### src/rtl/pwm_tx_pkg.sv
// Shared types and constants for the PWM excitation transmitter.
//   pwm_tx_state_t         : modulator state (idle, on phase, off phase)
//   PWM_TX_MIN_HALF_PERIOD : smallest phase length accepted; smaller requests are raised to it
package pwm_tx_pkg;

  typedef enum logic [1:0] {
    StIdle,
    StOn,
    StOff
  } pwm_tx_state_t;

  localparam int unsigned PWM_TX_MIN_HALF_PERIOD = 2;

endpackage

### src/rtl/pwm_excitation_tx_if.sv
// Control/status bundle between the excitation controller and pwm_excitation_tx.
//   master : drives enable and half_period, observes the modulator outputs
//   slave  : the modulator itself
// Signals: enable, half_period[HP_W], switch_pwm, phase_on, sample_valid,
//          period_start, cycle_count[HP_W], busy
interface pwm_excitation_tx_if #(
  parameter int unsigned HP_W = 16
);

  logic            enable;
  logic [HP_W-1:0] half_period;
  logic            switch_pwm;
  logic            phase_on;
  logic            sample_valid;
  logic            period_start;
  logic [HP_W-1:0] cycle_count;
  logic            busy;

  modport master (
    output enable,
    output half_period,
    input  switch_pwm,
    input  phase_on,
    input  sample_valid,
    input  period_start,
    input  cycle_count,
    input  busy
  );

  modport slave (
    input  enable,
    input  half_period,
    output switch_pwm,
    output phase_on,
    output sample_valid,
    output period_start,
    output cycle_count,
    output busy
  );

endinterface

### src/rtl/pwm_excitation_tx_phase_timer.sv
// phase_timer: loadable down-counter that times one PWM phase.
//   clk, rst_n  : clock, asynchronous active-low reset
//   load        : load load_val (and restart the blank window) on this edge
//   load_val    : phase length minus one
//   tc          : counter is at zero (last cycle of the phase)
//   blank_next  : the cycle after this edge lies inside the blank window
// With PWM_TX_BLANKING_EN defined a second counter tracks the first BLANK_CYCLES
// cycles of each phase; otherwise blank_next is tied low and no counter exists.
module phase_timer #(
  parameter int unsigned W            = 16,
  parameter int unsigned BLANK_CYCLES = 100
) (
  input  logic         clk,
  input  logic         rst_n,
  input  logic         load,
  input  logic [W-1:0] load_val,
  output logic         tc,
  output logic         blank_next
);

  logic [W-1:0] cnt_q;

  always_ff @(posedge clk or negedge rst_n) begin
    if (!rst_n) begin
      cnt_q <= '0;
    end else if (load) begin
      cnt_q <= load_val;
    end else if (cnt_q != '0) begin
      cnt_q <= cnt_q - W'(1);
    end
  end

  assign tc = (cnt_q == '0);

`ifdef PWM_TX_BLANKING_EN
  localparam int unsigned BW        = $clog2(BLANK_CYCLES + 2);
  localparam logic [BW-1:0] BlankInit = BW'(BLANK_CYCLES);

  // Remaining blank cycles including the current one; saturates at zero.
  logic [BW-1:0] blank_q;

  always_ff @(posedge clk or negedge rst_n) begin
    if (!rst_n) begin
      blank_q <= '0;
    end else if (load) begin
      blank_q <= BlankInit;
    end else if (blank_q != '0) begin
      blank_q <= blank_q - BW'(1);
    end
  end

  assign blank_next = load ? (BlankInit != '0) : (blank_q > BW'(1));
`else
  assign blank_next = 1'b0;
`endif

endmodule

### src/rtl/pwm_excitation_tx.sv
// pwm_excitation_tx: switching PWM for the lock-in excitation source.
// Each on and off phase lasts exactly hp_lat cycles; hp_lat is max(half_period, 2)
// captured at every on-phase entry. A stop request is honoured only at the end of
// an off phase, so periods are never truncated.
//   clk, rst_n : 100 MHz clock, asynchronous active-low reset
//   bus        : pwm_excitation_tx_if slave (enable, half_period in; switch_pwm,
//                phase_on, sample_valid, period_start, cycle_count, busy out)
// Optional: PWM_TX_BLANKING_EN gates sample_valid low for the first BLANK_CYCLES
// cycles of each phase; without it sample_valid equals busy.
module pwm_excitation_tx
  import pwm_tx_pkg::*;
#(
  parameter int unsigned BLANK_CYCLES = 100,
  parameter int unsigned HP_W         = 16
) (
  input logic                clk,
  input logic                rst_n,
  pwm_excitation_tx_if.slave bus
);

  localparam logic [HP_W-1:0] MinHp = HP_W'(PWM_TX_MIN_HALF_PERIOD);

  pwm_tx_state_t   state_q, state_d;
  logic [HP_W-1:0] hp_lat_q, hp_lat_d;
  logic [HP_W-1:0] hp_clamped;
  logic [HP_W-1:0] load_val;
  logic [HP_W-1:0] cycle_count_q, cycle_count_d;
  logic            load, tc, blank_next;
  logic            period_start_d;
  logic            switch_pwm_q, phase_on_q, sample_valid_q, period_start_q, busy_q;

  assign hp_clamped = (bus.half_period < MinHp) ? MinHp : bus.half_period;

  phase_timer #(
    .W            (HP_W),
    .BLANK_CYCLES (BLANK_CYCLES)
  ) u_phase_timer (
    .clk        (clk),
    .rst_n      (rst_n),
    .load       (load),
    .load_val   (load_val),
    .tc         (tc),
    .blank_next (blank_next)
  );

  always_comb begin
    state_d        = state_q;
    hp_lat_d       = hp_lat_q;
    load           = 1'b0;
    load_val       = hp_lat_q - HP_W'(1);
    cycle_count_d  = cycle_count_q;
    period_start_d = 1'b0;
    unique case (state_q)
      StIdle: begin
        if (bus.enable) begin
          state_d        = StOn;
          hp_lat_d       = hp_clamped;
          load           = 1'b1;
          load_val       = hp_clamped - HP_W'(1);
          period_start_d = 1'b1;
        end
      end
      StOn: begin
        if (tc) begin
          state_d = StOff;
          load    = 1'b1;
        end
      end
      StOff: begin
        if (tc) begin
          cycle_count_d = cycle_count_q + HP_W'(1);
          if (bus.enable) begin
            state_d        = StOn;
            hp_lat_d       = hp_clamped;
            load           = 1'b1;
            load_val       = hp_clamped - HP_W'(1);
            period_start_d = 1'b1;
          end else begin
            state_d = StIdle;
          end
        end
      end
      default: state_d = StIdle;
    endcase
  end

  // Outputs are registered from the next state so they line up with the phase
  // that starts on this edge.
  always_ff @(posedge clk or negedge rst_n) begin
    if (!rst_n) begin
      state_q        <= StIdle;
      hp_lat_q       <= '0;
      cycle_count_q  <= '0;
      switch_pwm_q   <= 1'b0;
      phase_on_q     <= 1'b0;
      sample_valid_q <= 1'b0;
      period_start_q <= 1'b0;
      busy_q         <= 1'b0;
    end else begin
      state_q        <= state_d;
      hp_lat_q       <= hp_lat_d;
      cycle_count_q  <= cycle_count_d;
      switch_pwm_q   <= (state_d == StOn);
      // Separate flop so the receiver's phase tag has its own driver.
      phase_on_q     <= (state_d == StOn);
      sample_valid_q <= (state_d != StIdle) && !blank_next;
      period_start_q <= period_start_d;
      busy_q         <= (state_d != StIdle);
    end
  end

  assign bus.switch_pwm   = switch_pwm_q;
  assign bus.phase_on     = phase_on_q;
  assign bus.sample_valid = sample_valid_q;
  assign bus.period_start = period_start_q;
  assign bus.cycle_count  = cycle_count_q;
  assign bus.busy         = busy_q;

endmodule

### src/flat_wrapper.sv
// flat-port wrapper written by rule: the top's interface ports become plain ports
module pwm_excitation_tx_flat import pwm_tx_pkg::*;
#(
  parameter int unsigned BLANK_CYCLES = 100,
  parameter int unsigned HP_W         = 16
)
  (clk, rst_n, bus_enable, bus_half_period, bus_switch_pwm, bus_phase_on, bus_sample_valid, bus_period_start, bus_cycle_count, bus_busy);
  pwm_excitation_tx_if #(.HP_W(HP_W)) bus_i ();
  input logic clk;
  input logic rst_n;
  input wire logic [$bits(bus_i.enable)-1:0] bus_enable;
  input wire logic [$bits(bus_i.half_period)-1:0] bus_half_period;
  output wire logic [$bits(bus_i.switch_pwm)-1:0] bus_switch_pwm;
  output wire logic [$bits(bus_i.phase_on)-1:0] bus_phase_on;
  output wire logic [$bits(bus_i.sample_valid)-1:0] bus_sample_valid;
  output wire logic [$bits(bus_i.period_start)-1:0] bus_period_start;
  output wire logic [$bits(bus_i.cycle_count)-1:0] bus_cycle_count;
  output wire logic [$bits(bus_i.busy)-1:0] bus_busy;
  assign bus_i.enable = bus_enable;
  assign bus_i.half_period = bus_half_period;
  assign bus_switch_pwm = bus_i.switch_pwm;
  assign bus_phase_on = bus_i.phase_on;
  assign bus_sample_valid = bus_i.sample_valid;
  assign bus_period_start = bus_i.period_start;
  assign bus_cycle_count = bus_i.cycle_count;
  assign bus_busy = bus_i.busy;
  pwm_excitation_tx #(.BLANK_CYCLES(BLANK_CYCLES), .HP_W(HP_W)) u_core (.clk(clk), .rst_n(rst_n), .bus(bus_i));
endmodule
### config.mk
export PLATFORM = sky130hd
export DESIGN_NAME = pwm_excitation_tx_flat
export DESIGN_NICKNAME = d
export VERILOG_FILES = /design/src/rtl/pwm_tx_pkg.sv /design/src/rtl/pwm_excitation_tx_if.sv /design/src/rtl/pwm_excitation_tx_phase_timer.sv /design/src/rtl/pwm_excitation_tx.sv /design/src/flat_wrapper.sv
export SDC_FILE = /design/constraint.sdc
export NUM_CORES = 1
export LEC_CHECK = 0
export CAP_MARGIN = 10
export CORE_UTILIZATION = 55
export DETAILED_ROUTE_END_ITERATION = 10
export GPL_TIMING_DRIVEN = 0
export PLACE_DENSITY_LB_ADDON = 0.1
export SYNTH_ARGS = -nofsm -noshare
export SYNTH_HDL_FRONTEND = slang
export SYNTH_HIERARCHICAL = 1
export SYNTH_SLANG_ARGS = --single-unit
### constraint.sdc
create_clock -name clk -period 4.65 [get_ports clk]
set_clock_uncertainty 0.1 [all_clocks]
set_input_delay 0.93 -clock clk [delete_from_list [all_inputs] [get_ports clk]]
set_output_delay 0.93 -clock clk [all_outputs]
set_load 0.05 [all_outputs]
==> flow_summary.toml, run 1 <==
[min_path]
sink_of_the_worst_hold_path = "u_core/bus.cycle_count[15]"
hold_path.class = "reg -> reg"
hold_path_startpoint = "u_core/bus.cycle_count[15]"
timing.hold.worst_path_depth = 1

[power]
internal_power_uw = 900
power-per-cell-area_nw_per_um2 = 343
vdd_ir_drop_max_uv = 215
power_switching_share_pct = 33.8
share_of_total_power_in_sequential_cells_pct = 47.9
power_leakage_nw = 1.66
net_switching_power_uw = 460
combPwrFrac_pct = 28.6
clockPowerShare_pct = 23.5

[clock_tree]
cts_max_level = 2
cts_root_buffer = "clkbuf_8"
insertion_delay_of_the_later_clocked_pin_in_the_worst_skew_pair_ns = 0.31
post-cts-setup-buffer-count = 0
clock_tree.buffer_depth = 2
cts-resized-gates = 0
tritoncts = "done"
cts.sinks = 54
cts_inserted_buffers = 5
postCtsHoldBufs = 0
path_clk_slew_ns = 0.10

[die]
floorplan.initialDensity_pct = 56.7
dieArea_um2 = 6420
die_height_um = 80.1
ioPinCount = 40
overall_die_width_um = 80.1
row_count = 28
coreArea_um2 = 5920

[timing]
final_max_slew_viol_count = 0
max_freq_ghz = 0.247
setup_repair_after_global_routing_missed_its_margin = "false"
setup-tns-final_ns = 0
finalWorstSetupSlack_ns = 0.609
worst_hold_slack_ns = 0.387
worst_pin_slew_ns = 0.696
final.period_utilization_pct = 86.9
setup_violations = 0
final_period_minus_worst_setup_slack_ns = 4.04
hold_viol = 0
slew_headroom_pct = 53.2

[yosys]
syn-mean-instance-area_um2 = 9.07
nets_in_the_synthesized_netlist = 393
synth.ff_latch_count = 54
ys.flop_type = "dfrtp_1"
number_of_enable_flip_flop_cells_after_synthesis = 0
netlist_area_um2 = 3360
ys_async_sr_fraction_pct = 100
synth-seq-area-share_pct = 40.3
yosysUniqueCellTypes = 63
yosys_warnings = 6
synthesis.instances = 370

[placed_design]
port_buffers = 39
dpl_worst_slack_ns = 0.348
place_hpwl_mm = 5.79
detailed_place.area_um2 = 3860
gp_routability_congestion = 0.943

[layout]
layout.cells.most_common_list = "nand2_1, dfrtp_1, clkdlybuf4s50_1, xnor2_1, nor2_1"
finalInstanceArea_um2 = 3970
layout-drive-gt1-share_pct = 9.33
n_antenna_cell = 0
final_common_cell = "nand2_1"
fill_cells = 510
final_nets = 440
post-route-util_pct = 67.0
area_growth_syn_to_layout_pct = 18.2

[grt]
grt_max_degree = 41
globalRouteTotalUtil_pct = 26.0
grt_antenna_before_repair = 0
first_global_vias = 2685
first_pass_grt_wire_length_mm = 12.8
grt_remaining_overflow = 0

[critical_path]
crit_arrival_ns = 4.20
cp_data_required_time_ns = 4.81
cells_on_worst_reg2reg_path = 12
crit-reg2reg-launch = "u_core/u_phase_timer/cnt_q[0]"
worst-setup-path-type = "in -> reg"
critical_path_peak_fanout = 7
setup.reg_to_reg.worst_slack_ns = 0.73
worstReg2RegEnd = "u_core/u_phase_timer/cnt_q[13]"
type_of_element_launching_the_critical_path = "primary input"
setup.worst_path.end_class = "register"

[drt]
antenna_violating_nets_post_route = 0
drcViolationCount = 0
drt-vias-per-instance = 5.63
vias = 2776
drtPass1Iterations = 4
drt_first_iter_violations = 152
route.final.wire_length_mm = 7.59
post_drt_wl_per_cell_um = 15.4

[status]
run_status = "complete, no violations"

[job]
max-cap-violations = 0
==> power groups by stage <==
stage	combinational (mW)	sequential [mW]	clock, mW
final	0.390	0.651	0.320
after global routing	0.435	0.664	0.351
after CTS	0.390	0.649	0.330
after detailed placement	0.387	0.659	0
after global placement	0.372	0.652	0
after floorplan	0.294	0.636	0
==> cell usage after synthesis (5+ instances only) <==
cell | count | area (µm²)
nand3_1 | 10 | 50.1
nor4_2 | 8 | 100
inv_1 | 13 | 48.8
xnor2_1 | 31 | 272
mux2i_1 | 15 | 150
dfrtp_1 | 54 | 1350
nand2_1 | 71 | 267
or4_1 | 6 | 45.0
a31oi_1 | 5 | 31.3
o21ai_0 | 8 | 40.0
o31ai_1 | 7 | 52.6
nor3_1 | 12 | 60.1
a21oi_1 | 11 | 55.1
xor2_1 | 10 | 87.6
nor2_1 | 24 | 90.1
clkbuf_1 | 8 | 30.0
nand4_1 | 6 | 37.5
==> kinds of logic after synthesis <==
family	share of synthesized area [%]
xor+xnor	10.7
simple gates	28.7
other cells	0.112
flops	40.3
compound gates	9.88
fa+ha+maj	1.49
mux	4.81
buf+inv	4.06
==> layout make-up <==
cell class                      count  area [µm²]  area share [%]
Timing Repair Buffer               40         405            10.2
Multi-Input combinational cell    286        1870            47.1
Tap cell                           75        93.8            2.36
Inverter                           14        52.6            1.32
Buffer                             16        83.8            2.11
Clock buffer                        5        68.8            1.73
Clock inverter                      3        43.8            1.10
Sequential cell                    54        1350            34.0
==> sequential cells by signal, summed over array words and instances, names as in the netlist <==
register / flops
u_core/bus.busy: 1
u_core/bus.cycle_count: 16
u_core/bus.period_start: 1
u_core/bus.phase_on: 1
u_core/bus.sample_valid: 1
u_core/hp_lat_q: 16
u_core/state_q: 2
u_core/u_phase_timer/cnt_q: 16
==> through the flow <==
stage | std cells | total power, mW
floorplan | 370 | 0.930
global placement | 484 | 1.02
detailed placement | 485 | 1.05
CTS | 493 | 1.37
global route | 493 | 1.45
finish | 493 | 1.36
==> critical path: stages <==
cell and delay [ns]:
clkdlybuf4s50_1 0.54, nor4_2 0.61, and2_1 0.29, nand3_1 0.15
nand2_1 0.11, ha_1 0.21, or3b_2 0.49, or3_1 0.33
xor2_1 0.15, mux2i_1 0.24, a21o_1 0.15
==> layer usage <==
layer,vias up,wire (µm),GRT usage [%]
li1,1386,-,-
met1,1325,3590,36.7
met5,-,0,0
met3,10,337,4.66
met2,55,3580,41.6
met4,0,77,5.89
==> worst max-delay path by stage <==
stage	start	to	slack, ns	depth (start not counted)
after global placement	bus_half_period[7]	u_core/u_phase_timer/cnt_q[6]	0.40	11
after CTS	bus_half_period[7]	u_core/u_phase_timer/cnt_q[6]	0.68	11
after floorplan	bus_half_period[7]	u_core/u_phase_timer/cnt_q[6]	1.31	10
final	bus_half_period[7]	u_core/u_phase_timer/cnt_q[6]	0.61	11
after global routing	bus_half_period[7]	u_core/u_phase_timer/cnt_q[14]	0.41	12
after detailed placement	bus_half_period[7]	u_core/u_phase_timer/cnt_q[6]	0.35	11
No activity file was read; power rests on OpenSTA's default activity.
==> inputs of run 2 (changes only) <==
- CORE_UTILIZATION: 55 -> 30
==> flow_summary.toml, run 2 (synthesized netlist as in run 1, its figures left out) <==
[status]
run_status = "complete, no violations"

[clock_tree]
postCtsHoldBufs = 0
insertion_delay_of_the_later_clocked_pin_in_the_worst_skew_pair_ns = 0.32
tritoncts = "done"
cts_root_buffer = "clkbuf_8"
post-cts-setup-buffer-count = 0
cts-resized-gates = 0
clock_tree.buffer_depth = 2
cts_inserted_buffers = 5
cts.sinks = 54
cts_max_level = 2
path_clk_slew_ns = 0.11

[drt]
vias = 2739
route.final.wire_length_mm = 8.12
drt-vias-per-instance = 4.91
antenna_violating_nets_post_route = 0
drt_first_iter_violations = 120
drtPass1Iterations = 4
post_drt_wl_per_cell_um = 14.6
drcViolationCount = 0

[timing]
final_max_slew_viol_count = 0
finalWorstSetupSlack_ns = 0.628
setup_repair_after_global_routing_missed_its_margin = "false"
final.period_utilization_pct = 86.5
slew_headroom_pct = 51.6
final_period_minus_worst_setup_slack_ns = 4.02
worst_pin_slew_ns = 0.721
setup-tns-final_ns = 0
hold_viol = 0
max_freq_ghz = 0.249
setup_violations = 0

[die]
coreArea_um2 = 10900
floorplan.initialDensity_pct = 30.8
row_count = 38
overall_die_width_um = 108
die_height_um = 108
dieArea_um2 = 11600
ioPinCount = 40

[grt]
grt_remaining_overflow = 0
grt_max_degree = 29
first_global_vias = 2634
first_pass_grt_wire_length_mm = 13.3
grt_antenna_before_repair = 0
globalRouteTotalUtil_pct = 14.7

[power]
clockPowerShare_pct = 22.3
power-per-cell-area_nw_per_um2 = 330
vdd_ir_drop_max_uv = 140
power_leakage_nw = 1.65
combPwrFrac_pct = 29.0
net_switching_power_uw = 480
share_of_total_power_in_sequential_cells_pct = 48.7
internal_power_uw = 851
power_switching_share_pct = 36.0

[critical_path]
cpMaxStageDelayCell = "nor4_2"
cp_data_required_time_ns = 4.81
setup.worst_path.end_class = "register"
worst-setup-path-type = "in -> reg"
crit_arrival_ns = 4.18
setup.reg_to_reg.worst_slack_ns = 0.82
type_of_element_launching_the_critical_path = "primary input"
crit_chain = "clkdlybuf4s50_1 > nor4_2 > and2_1 > nand3_1 > nand2_1 > ha_1 > or3b_2 > or3_1 > xor2_1 > mux2i_1 > a21o_1"
critical_path_peak_fanout = 7
critical_path.max_stage_delay_ns = 0.61

[placed_design]
gp_routability_congestion = 0.767
dpl_worst_slack_ns = 0.310
numPlacedInstances = 550
place_hpwl_mm = 6.23
port_buffers = 39

[layout]
post_layout_nonfiller_instances = 558
layout-drive-gt1-share_pct = 9.33
final_nets = 440
n_antenna_cell = 0
fill_cells = 1140
final_common_cell = "nand2_1"
area_growth_syn_to_layout_pct = 20.1
layout.cells.most_common_list = "nand2_1, dfrtp_1, clkdlybuf4s50_1, xnor2_1, nor2_1"

[job]
max-cap-violations = 0

[min_path]
hold_path.class = "reg -> reg"
run 2: cell count changes in the layout (fill, tap and decap cells not counted), sizes merged:
cell    delta
inv        +2
bufinv     -1
clkinv     -1
run 2: power groups by stage:
stage	Sequential [mW]	Combinational, mW	Clock, mW
finish	0.648	0.385	0.297
global route	0.664	0.432	0.328
CTS	0.647	0.390	0.312
detailed placement	0.655	0.387	0
global placement	0.656	0.384	0
floorplan	0.636	0.294	0
run 2: through the flow:
stage / power, mW / hold slack [ns] / area [µm²] / utilization [%]
floorplan: 0.930 / 0.359 / 3360 / -
global placement: 1.04 / 0.361 / 3920 / 36.0
detailed placement: 1.04 / 0.365 / 3940 / 36.2
CTS: 1.35 / 0.382 / 4030 / 37.0
global route: 1.42 / 0.419 / 4030 / 37.0
finish: 1.33 / 0.376 / 4030 / 37.0
run 2: worst max-delay path, delay by kind of cell:
| family | cells | cell delay (ns) |
|---|---|---|
| xor gates and xnor gates | 1 | 0.15 |
| and+or+nand+nor | 6 | 1.96 |
| muxes | 1 | 0.23 |
| buffers and inverters | 1 | 0.54 |
| adders and majority gates | 1 | 0.22 |
| AOI/OAI and AO/OA | 1 | 0.16 |
run 2: path summary, 6_finish.rpt:
path	start	end	cells after the start
hold reg to reg	u_core/bus.cycle_count[15]	u_core/bus.cycle_count[15]	1
hold / removal	u_core/bus.cycle_count[15]	u_core/bus.cycle_count[15]	1
max in group asynchronous	rst_n	u_core/hp_lat_q[2]	2
setup / recovery	bus_half_period[7]	u_core/u_phase_timer/cnt_q[6]	11
setup reg to reg	u_core/u_phase_timer/cnt_q[0]	u_core/u_phase_timer/cnt_q[11]	12
min in group asynchronous	rst_n	u_core/bus.cycle_count[8]	1
run 2: area by class of cell:
| type | count | area, µm² | share of cell area [%] |
|---|---|---|---|
| clock inverters | 3 | 26.3 | 0.652 |
| clock buffers | 5 | 68.8 | 1.71 |
| repair buffers | 40 | 405 | 10.1 |
| multi-input cells | 286 | 1870 | 46.4 |
| inverters | 14 | 52.6 | 1.30 |
| well taps | 140 | 175 | 4.34 |
| flip-flops and latches | 54 | 1350 | 33.5 |
| plain buffers | 16 | 83.8 | 2.08 |
run 2: routing by layer:
metal  vias to the layer above  GRT usage (%)  share of wire (%)
li1                       1384              -                  -
met1                      1312           19.8                 50
met2                        39           24.7                 47
met3                         4           2.54                3.0
met4                         0           2.94               0.68
met5                         -              0                  0
